<file path="config.mk">
export PLATFORM = sky130hd
export DESIGN_NAME = mux_arbiter
export DESIGN_NICKNAME = d
export VERILOG_FILES = /design/src/rtl/mux_arb_pkg.sv /design/src/rtl/mux4_sel.sv /design/src/rtl/mux_arbiter.sv
export SDC_FILE = /design/constraint.sdc
export NUM_CORES = 1
export LEC_CHECK = 0
export BUFFER_PORTS_ARGS = -buffer_cell sky130_fd_sc_hd__buf_2
export CAP_MARGIN = 20
export CORE_MARGIN = 1
export CORE_UTILIZATION = 30
export DETAILED_ROUTE_END_ITERATION = 7
export HOLD_SLACK_MARGIN = 0.03
export MAX_ROUTING_LAYER = met4
export PLACE_DENSITY = 0.64
export RECOVER_POWER = 100
export SKIP_LAST_GASP = 1
export SYNTH_ARGS = -nofsm -noshare
export SYNTH_HDL_FRONTEND = slang
export SYNTH_HIERARCHICAL = 1
export SYNTH_SLANG_ARGS = --single-unit
</file>
<file path="constraint.sdc">
create_clock -name clk -period 2.1 [get_ports clk]
set_clock_uncertainty 0.05 [all_clocks]
set_input_delay 0.315 -clock clk [delete_from_list [all_inputs] [get_ports clk]]
set_output_delay 0.315 -clock clk [all_outputs]
set_load 0.01 [all_outputs]
</file>
<file path="src/rtl/mux_arb_pkg.sv">
`default_nettype none
// ============================================================================
//  Module   : mux_arb_pkg
//  Purpose  : Shared definitions for the round-robin mux arbiter: requester
//             count, index width, arbiter state type and a one-hot helper.
//  Ports    : none (package)
//  Revision : 1.0 - initial release
// ============================================================================
package mux_arb_pkg;

    // Number of requesters and the width of an index that selects one.
    localparam int NREQ  = 4;
    localparam int IDX_W = 2;

    // Arbiter states: no owner, or exactly one requester owns the output.
    typedef enum logic [0:0] {
        IDLE  = 1'b0,
        GRANT = 1'b1
    } arb_state_t;

    // Expand a requester index into its one-hot request/grant position.
    function automatic logic [NREQ-1:0] idx_to_onehot(input logic [IDX_W-1:0] idx);
        logic [NREQ-1:0] v;
        v      = '0;
        v[idx] = 1'b1;
        return v;
    endfunction

endpackage : mux_arb_pkg
`default_nettype wire

</file>
<file path="src/rtl/mux4_sel.sv">
`default_nettype none
// ============================================================================
//  Module   : mux4_sel
//  Purpose  : Purely combinational 4:1 data select for the arbiter output.
//  Ports    : sel        - index of the input to pass through
//             a, b, c, d - data inputs 0..3, W bits each
//             y          - selected data, W bits
//  Params   : W - data width
//  Revision : 1.0 - initial release
// ============================================================================
module mux4_sel
    import mux_arb_pkg::*;
#(
    parameter int W = 4
) (
    input  logic [IDX_W-1:0] sel,
    input  logic [W-1:0]     a,
    input  logic [W-1:0]     b,
    input  logic [W-1:0]     c,
    input  logic [W-1:0]     d,
    output logic [W-1:0]     y
);

    always_comb begin
        y = a;
        case (sel)
            2'd0:    y = a;
            2'd1:    y = b;
            2'd2:    y = c;
            2'd3:    y = d;
            default: y = a;
        endcase
    end

endmodule : mux4_sel
`default_nettype wire

</file>
<file path="src/rtl/mux_arbiter.sv">
`default_nettype none
// ============================================================================
//  Module   : mux_arbiter
//  Purpose  : Four-requester round-robin arbiter that steers the granted
//             requester's data onto a single output. Grants are registered
//             (one cycle after the request); data is passed combinationally.
//  Ports    : clk        - clock, all state changes on the rising edge
//             rst        - synchronous active-high reset
//             req[3:0]   - request per requester
//             a, b, c, d - requester data 0..3, W bits each
//             out_ready  - downstream accepts Out this cycle
//             gnt[3:0]   - one-hot grant, zero while idle
//             sel[1:0]   - index of the granted requester
//             out_valid  - Out carries the granted requester's data
//             Out        - selected data, forced to 0 while idle
//  Params   : W        - data width
//             MAX_HOLD - transfers allowed per grant before forced rotation
//  Macros   : MUX_ARB_TIMEOUT_EN - enables the hold counter and the forced
//             rotation after MAX_HOLD transfers; without it MAX_HOLD is unused
//  Revision : 1.0 - initial release
// ============================================================================
module mux_arbiter
    import mux_arb_pkg::*;
#(
    parameter int W        = 4,
    parameter int MAX_HOLD = 8
) (
    input  logic             clk,
    input  logic             rst,
    input  logic [NREQ-1:0]  req,
    input  logic [W-1:0]     a,
    input  logic [W-1:0]     b,
    input  logic [W-1:0]     c,
    input  logic [W-1:0]     d,
    input  logic             out_ready,
    output logic [NREQ-1:0]  gnt,
    output logic [IDX_W-1:0] sel,
    output logic             out_valid,
    output logic [W-1:0]     Out
);

    // ------------------------------------------------------------------------
    // State
    // ------------------------------------------------------------------------
    arb_state_t       r_state;
    arb_state_t       w_state_nxt;
    logic [IDX_W-1:0] r_sel;
    logic [IDX_W-1:0] w_sel_nxt;
    logic [IDX_W-1:0] r_ptr;
    logic [IDX_W-1:0] w_ptr_nxt;

    // Round-robin search results
    logic [NREQ-1:0]  w_mask;
    logic             w_found;
    logic [IDX_W-1:0] w_win;
    logic             w_take;       // load a new owner at the next edge
    logic             w_hold_hit;   // owner used up its transfer allowance
    logic [W-1:0]     w_mux;

    // ------------------------------------------------------------------------
    // Round-robin search: first set bit of mask, scanning start, start+1, ...
    // modulo NREQ. Scanning from the far end and overwriting leaves the
    // closest match to start as the final answer. Returns {found, index}.
    // ------------------------------------------------------------------------
    function automatic logic [IDX_W:0] rr_search(
        input logic [NREQ-1:0]  mask,
        input logic [IDX_W-1:0] start
    );
        logic [IDX_W-1:0] idx;
        logic [IDX_W:0]   res;
        res = '0;
        for (int k = NREQ - 1; k >= 0; k--) begin
            idx = start + IDX_W'(k);
            if (mask[idx]) begin
                res = {1'b1, idx};
            end
        end
        return res;
    endfunction

    // While granted, the current owner is removed from the candidate set.
    // If the owner has dropped its request its bit is already low, so the
    // same mask serves both re-arbitration and timeout rotation.
    always_comb begin
        w_mask = req;
        if (r_state == GRANT) begin
            w_mask = req & ~idx_to_onehot(r_sel);
        end
    end

    always_comb begin
        {w_found, w_win} = rr_search(w_mask, r_ptr);
    end

    // ------------------------------------------------------------------------
    // Optional hold counter: counts accepted transfers of the current owner.
    // The transfer that brings it to MAX_HOLD ends the owner's turn when any
    // other requester is waiting; with nobody waiting the count restarts.
    // ------------------------------------------------------------------------
`ifdef MUX_ARB_TIMEOUT_EN
    localparam int c_HOLD_W = (MAX_HOLD < 1) ? 1 : $clog2(MAX_HOLD + 1);

    logic [c_HOLD_W-1:0] r_hold;
    logic [c_HOLD_W-1:0] w_hold_inc;
    logic [c_HOLD_W-1:0] w_hold_nxt;
    logic                w_xfer;

    assign w_xfer = (r_state == GRANT) && out_ready;

    always_comb begin
        w_hold_inc = r_hold;
        if (w_xfer && (r_hold < c_HOLD_W'(MAX_HOLD))) begin
            w_hold_inc = r_hold + c_HOLD_W'(1);
        end
    end

    assign w_hold_hit = (r_state == GRANT) && (w_hold_inc >= c_HOLD_W'(MAX_HOLD));

    always_comb begin
        w_hold_nxt = r_hold;
        if (w_take || w_hold_hit) begin
            w_hold_nxt = '0;
        end else if (r_state == GRANT) begin
            w_hold_nxt = w_hold_inc;
        end
    end

    always_ff @(posedge clk) begin
        if (rst) begin
            r_hold <= '0;
        end else begin
            r_hold <= w_hold_nxt;
        end
    end
`else
    // No timeout: a grant ends only when its request drops. MAX_HOLD and
    // out_ready have no effect on the grant in this build.
    logic w_unused_nc;
    assign w_unused_nc = ^{out_ready, 32'(MAX_HOLD)};
    assign w_hold_hit  = 1'b0;
`endif

    // ------------------------------------------------------------------------
    // Next-state logic
    // ------------------------------------------------------------------------
    always_comb begin
        w_state_nxt = r_state;
        w_sel_nxt   = r_sel;
        w_ptr_nxt   = r_ptr;
        w_take      = 1'b0;

        case (r_state)
            IDLE: begin
                if (w_found) begin
                    w_take = 1'b1;
                end
            end
            GRANT: begin
                if (!req[r_sel]) begin
                    // Owner released: hand over without an idle cycle, or
                    // fall back to idle when nobody else is asking.
                    if (w_found) begin
                        w_take = 1'b1;
                    end else begin
                        w_state_nxt = IDLE;
                    end
                end else if (w_hold_hit && w_found) begin
                    // Allowance exhausted with others waiting: rotate.
                    w_take = 1'b1;
                end
            end
            default: begin
                w_state_nxt = IDLE;
            end
        endcase

        if (w_take) begin
            w_state_nxt = GRANT;
            w_sel_nxt   = w_win;
            w_ptr_nxt   = w_win + IDX_W'(1);
        end
    end

    always_ff @(posedge clk) begin
        if (rst) begin
            r_state <= IDLE;
            r_sel   <= '0;
            r_ptr   <= '0;
        end else begin
            r_state <= w_state_nxt;
            r_sel   <= w_sel_nxt;
            r_ptr   <= w_ptr_nxt;
        end
    end

    // ------------------------------------------------------------------------
    // Outputs: grant decode is registered-state only; data is combinational.
    // ------------------------------------------------------------------------
    mux4_sel #(
        .W (W)
    ) u_mux4_sel (
        .sel (r_sel),
        .a   (a),
        .b   (b),
        .c   (c),
        .d   (d),
        .y   (w_mux)
    );

    assign out_valid = (r_state == GRANT);
    assign sel       = r_sel;
    assign gnt       = out_valid ? idx_to_onehot(r_sel) : '0;
    assign Out       = out_valid ? w_mux : '0;

endmodule : mux_arbiter
`default_nettype wire

</file>
# Word level (Yosys, flattened, before mapping)
# Index checks and enable logic that the tools add are counted.
# word_totals
reg_bits	5
input_bits	23
elab_cells	47
# classes
addsub	4
n_lt_le_gt_ge	6
n_eq_ne	3
n_mux	26
n_bitwise	3
n_reduce_logical	2
# ops
cell	n
4-bit case mux with 4 select lines	1
2-bit by 3-bit < comparator with 1-bit output, second input constant	5
3-bit two-way mux	4
4-bit two-way mux	3
1-bit two-way mux	11
1-bit binary-select mux with 2-bit select	5
2-bit by 1-bit adder with 2-bit output, second input constant	2
2-bit adder, second input constant	2
4-bit bitwise AND	1
2-bit equality test, second input constant	2
4-bit inverter	1
1-bit demux with 2-bit select	1
2-bit by 1-bit equality test with 1-bit output, second input constant	1
2-bit by 1-bit >= comparator with 1-bit output, second input constant	1
2-bit logical NOT	1
1-bit case mux with 2 select lines	1
1-bit logical AND	1
1-bit inverter	1

# Longest topological paths before layout
# depth
depth_word	17
depth_mapped	7
mapped_depth_nobuf	6

# Hierarchy
# Netlist, hierarchy kept.
# by_module_without_submodules
mod	instances	cells_per_inst	area_per_inst_um2	seq_area_each_um2
mux_arbiter	1	50	474.2	100.1
mux4_sel	1	4	105.1	0.0

# Worst setup path after synthesis
# Ideal clock, no wire load.
# synth_path
path_type	register to register
start	register r_sel[1], in the netlist sel[1]
end	register r_sel[0], in the netlist sel[0]
arrival_ps	1652
t_required_ps	1935
setup_slack_ps	283
stages_incl_launch_ff	6
n_path_buf	1
synth_period_minus_slack_ps	1817
path_cell_list	dfxtp_1 > buf_6 > mux4_2 > a32oi_4 > mux2i_1 > nor2_1
# synth_between
elab_chain_len	16
elab_cells_between_ends	25
cone_classes	2 x order compare; 20 x mux; 2 x bitwise; 1 x reduce/logical
# synth_rtl
item	line	rtl
start: declaration	mux_arbiter.sv:47	logic [IDX_W-1:0] r_sel;
start signal: assignment	mux_arbiter.sv:191	r_sel <= w_sel_nxt;
2-bit by 3-bit < comparator with 1-bit output (not written as such) / 2-bit by 1-bit >= comparator with 1-bit output (equally long branches)	mux_arb_pkg.sv:25	v[idx] = 1'b1;
1-bit logical AND (not written as such)	mux_arb_pkg.sv:25	
1-bit two-way mux (not written as such)	mux_arb_pkg.sv:25	
1-bit demux with 2-bit select	mux_arb_pkg.sv:25	
4-bit inverter	mux_arbiter.sv:87	w_mask = req & ~idx_to_onehot(r_sel);
4-bit bitwise AND	mux_arbiter.sv:87	
4-bit two-way mux	mux_arbiter.sv:86	if (r_state == GRANT) begin
1-bit binary-select mux with 2-bit select	mux_arbiter.sv:74	if (mask[idx]) begin
1-bit two-way mux (not written as such)	mux_arbiter.sv:74	
3-bit two-way mux (4 in a row)	mux_arbiter.sv:74	
1-bit two-way mux	mux_arbiter.sv:154, mux_arbiter.sv:162	
1-bit two-way mux	mux_arbiter.sv:159	if (!req[r_sel]) begin
1-bit case mux with 2 select lines	mux_arbiter.sv:152	case (r_state)
# Parallel ways exist; a longest one is shown, timed or not. The select of a mux whose other input is x is not followed.
# A chain may end at the register's enable or synchronous reset.

# Worst setup path in the final report
# layout_path
start	register r_sel[0], in the netlist sel[0]
end	output Out[3]
# layout_between
elab_chain_len	3
elab_cells_between_ends	6
cone_classes	3 x eq/ne; 2 x mux; 1 x reduce/logical
# layout_rtl
item	line	rtl
2-bit equality test (tied with other cells)	mux4_sel.sv:26	case (sel)
4-bit case mux with 4 select lines (*)	mux4_sel.sv:26	
net w_mux[3]	mux_arbiter.sv:58	logic [W-1:0] w_mux;
4-bit two-way mux (*)	mux_arbiter.sv:213	assign Out = out_valid ? w_mux : '0;
end: declaration	mux_arbiter.sv:39	output logic [W-1:0] Out
# The timed path passes the listed nets; every way through them passes the cells marked *.

==> impl_metrics.yaml <==
pwr:
  leakagePower_nw: 0.367
  vdd_drop_max_v: 0.000315
  internal_power_mw: 0.345
  power.density_nw_per_um2: 706
  p_total_mw: 0.551
  p_sw_mw: 0.206
  p_clk_frac: 0.197
  combPwrFrac: 0.550
  power_frac_seq: 0.254
  swShare: 0.374
clocking:
  cts_tree: "built"
  path_clk_slew_ns: 0.04
  clk_latency_ns: 0.24
  postCtsSetupBuffers: 0
  clk_path_buf_depth: 2
  cts_hold_buf: 0
  clock-sinks: 5
  ctsResizeCount: 0
  cts_root_buf: "clkbuf_4"
  h-tree-depth: 1
  cts_inserted_buffers: 3
route:
  viasPerCell: 4.87
  routed_wl_um: 1360
  num_vias: 570
  drt_iter0_markers: 9
  wl_per_cell_um: 11.6
  antenna_left: 0
  dr.pass1.iters: 4
  drc: 0
setup_path:
  cp-start-kind: "flip-flop"
  r2r_slack_ns: 0.27
  path_max_fanout: 5
  reg2reg_depth: 5
  rr_endpoint: "r_ptr[1]$_SDFFE_PP0P_"
  critPathRequiredTime_ns: 1.74
  slowest_delay_ns: 0.55
  cp.depth: 4
  cp_top_family: "multiplexers"
  cp.arrival_ns: 1.55
  reg2reg_from: "out_valid$_SDFF_PP0_"
  crit_chain: "buf_4 > mux4_1 > and2_0 > buf_2"
  setup.worst_path.end: "Out[3]"
  cp_num_buf_inv: 2
  crit_path_start: "sel[0]$_SDFFE_PP0P_"
  crit_path_top_delay_cell: "mux4_1"
  crit_type: "reg -> out"
  worstSetupEndpointType: "output pin"
timing:
  rsz0062_at_grt: "false"
  finalCritPeriodShare: 0.911
  max_freq_ghz: 0.523
  drv_slew: 0
  worst_pin_slew_ns: 0.385
  setup_viol: 0
  maxSlewHeadroom: 0.743
  period_minus_slack_ns: 1.91
  hold_violations: 0
  setup-tns-final_ns: 0
  timing.hold.ws_ns: 0.258
floorplanning:
  die_h_um: 45.9
  coreArea_sq_um: 1760
  fp-row-count: 15
  dieArea_sq_um: 2110
  die_w_um: 45.9
  pin_count: 34
  initial_core_util: 0.328
cells_and_area:
  layout_common_cells: "buf_2, clkbuf_1, nand2_1, dfxtp_1"
  num_antenna_cells: 0
  layout-drive-gt1-share: 0.457
  layout_commonest_cell: "buf_2"
  num-nets-final: 116
  area_growth_pct: 34.8
yosys:
  postSynthCellCount: 54
  synth_cell_types: 30
  ys_warn_count: 6
  synth.net_count: 77
  yosysSeqAreaShare: 0.173
  ys_ff_latch: 5
  async_flop_share: 0
  synth_ff_type: "dfxtp_1"
  netlist_area_sq_um: 579
  synth-edff-count: 0
  syn_area_per_cell_sq_um: 10.7
hold_path:
  hold_depth: 2
  hold_class: "in -> reg"
place:
  port_buffers: 32
  gp_congestion: 0.901
  dp_hpwl_um: 1160
global_routing:
  grt_pass1_wl_um: 2170
  first_global_vias: 484
  grt_max_degree: 13
  antenna_found_initial: 0
  globalRouteTotalUtil: 0.146
  gr-total-overflow: 0
outcome:
  status: "finished clean"
run:
  maxCapViolCount: 0
[synthesized netlist by cell type (2+ instances only)]
master    n  share of area
inv_1     3          0.019
a211oi_1  2          0.026
nor2_1    4          0.026
mux4_1    4           0.18
nand3b_1  2          0.026
mux2i_1   2          0.035
dfxtp_1   5           0.17
nand2_1   5          0.032
and2_1    4          0.043
o22ai_2   2          0.043
a211oi_2  2          0.043
[logic make-up (layout without fill, tap and decap cells)]
group,after synthesis,after routing,share of synthesized area
buf+inv,6,44,0.0583
compound gates,14,14,0.263
mux,8,8,0.274
xor+xnor,1,1,0.0151
simple gates,20,20,0.216
flops,5,5,0.173
[power by group through the flow]
stage / Clock (mW) / Sequential (mW) / Combinational (mW)
finish: 0.109 / 0.140 / 0.303
global route: 0.119 / 0.144 / 0.330
CTS: 0.112 / 0.141 / 0.322
detailed placement: 0 / 0.143 / 0.321
global placement: 0 / 0.141 / 0.315
floorplan: 0 / 0.151 / 0.216
[layout make-up]
| type | count | area, sq um |
|---|---|---|
| clock buffers | 4 | 26.3 |
| inverters | 4 | 15.0 |
| flip-flops and latches | 5 | 100 |
| multi-input cells | 43 | 427 |
| repair buffers | 36 | 181 |
| fillers | 193 | 983 |
| well taps | 25 | 31.3 |
[worst reg2reg max path, cell delays in order, from the launching register on]
cell and delay [ns]:
dfxtp_1 0.52, nor3b_4 0.35, o22ai_1 0.15, a311oi_2 0.35, xnor2_1 0.13, a211oi_2 0.21
[metrics by stage]
stage	worst slack [ns]	instances	cell area [sq um]	utilization
2_1_floorplan	0.283	54	579	-
3_3_place_gp	0.286	113	782	0.443
3_5_place_dp	0.248	113	782	0.443
4_1_cts	0.167	117	808	0.458
5_1_grt	0.106	117	781	0.443
6_report	0.188	117	781	0.443
[registers in the layout, indices dropped and copies added (netlist names)]
register	cells
out_valid	1
r_ptr	2
sel	2
[how the worst min path moves through the flow]
stage | start | end | slack (ns)
3_3_place_gp | r_ptr[0]$_SDFFE_PP0P_ | r_ptr[0]$_SDFFE_PP0P_ | 0.48
5_1_grt | rst | r_ptr[1]$_SDFFE_PP0P_ | 0.26
3_5_place_dp | r_ptr[0]$_SDFFE_PP0P_ | r_ptr[0]$_SDFFE_PP0P_ | 0.49
6_report | rst | r_ptr[1]$_SDFFE_PP0P_ | 0.26
2_1_floorplan | rst | r_ptr[1]$_SDFFE_PP0P_ | 0.33
4_1_cts | rst | r_ptr[1]$_SDFFE_PP0P_ | 0.25
[per-layer routing]
layer / vias up / part of all wire / track usage
li1: 294 / - / -
met4: 0 / 0 / 0.0353
met5: - / 0 / -
met2: 14 / 0.51 / 0.223
met1: 262 / 0.45 / 0.200
met3: 0 / 0.040 / 0.0238
Power figures use the tool's default switching activity.
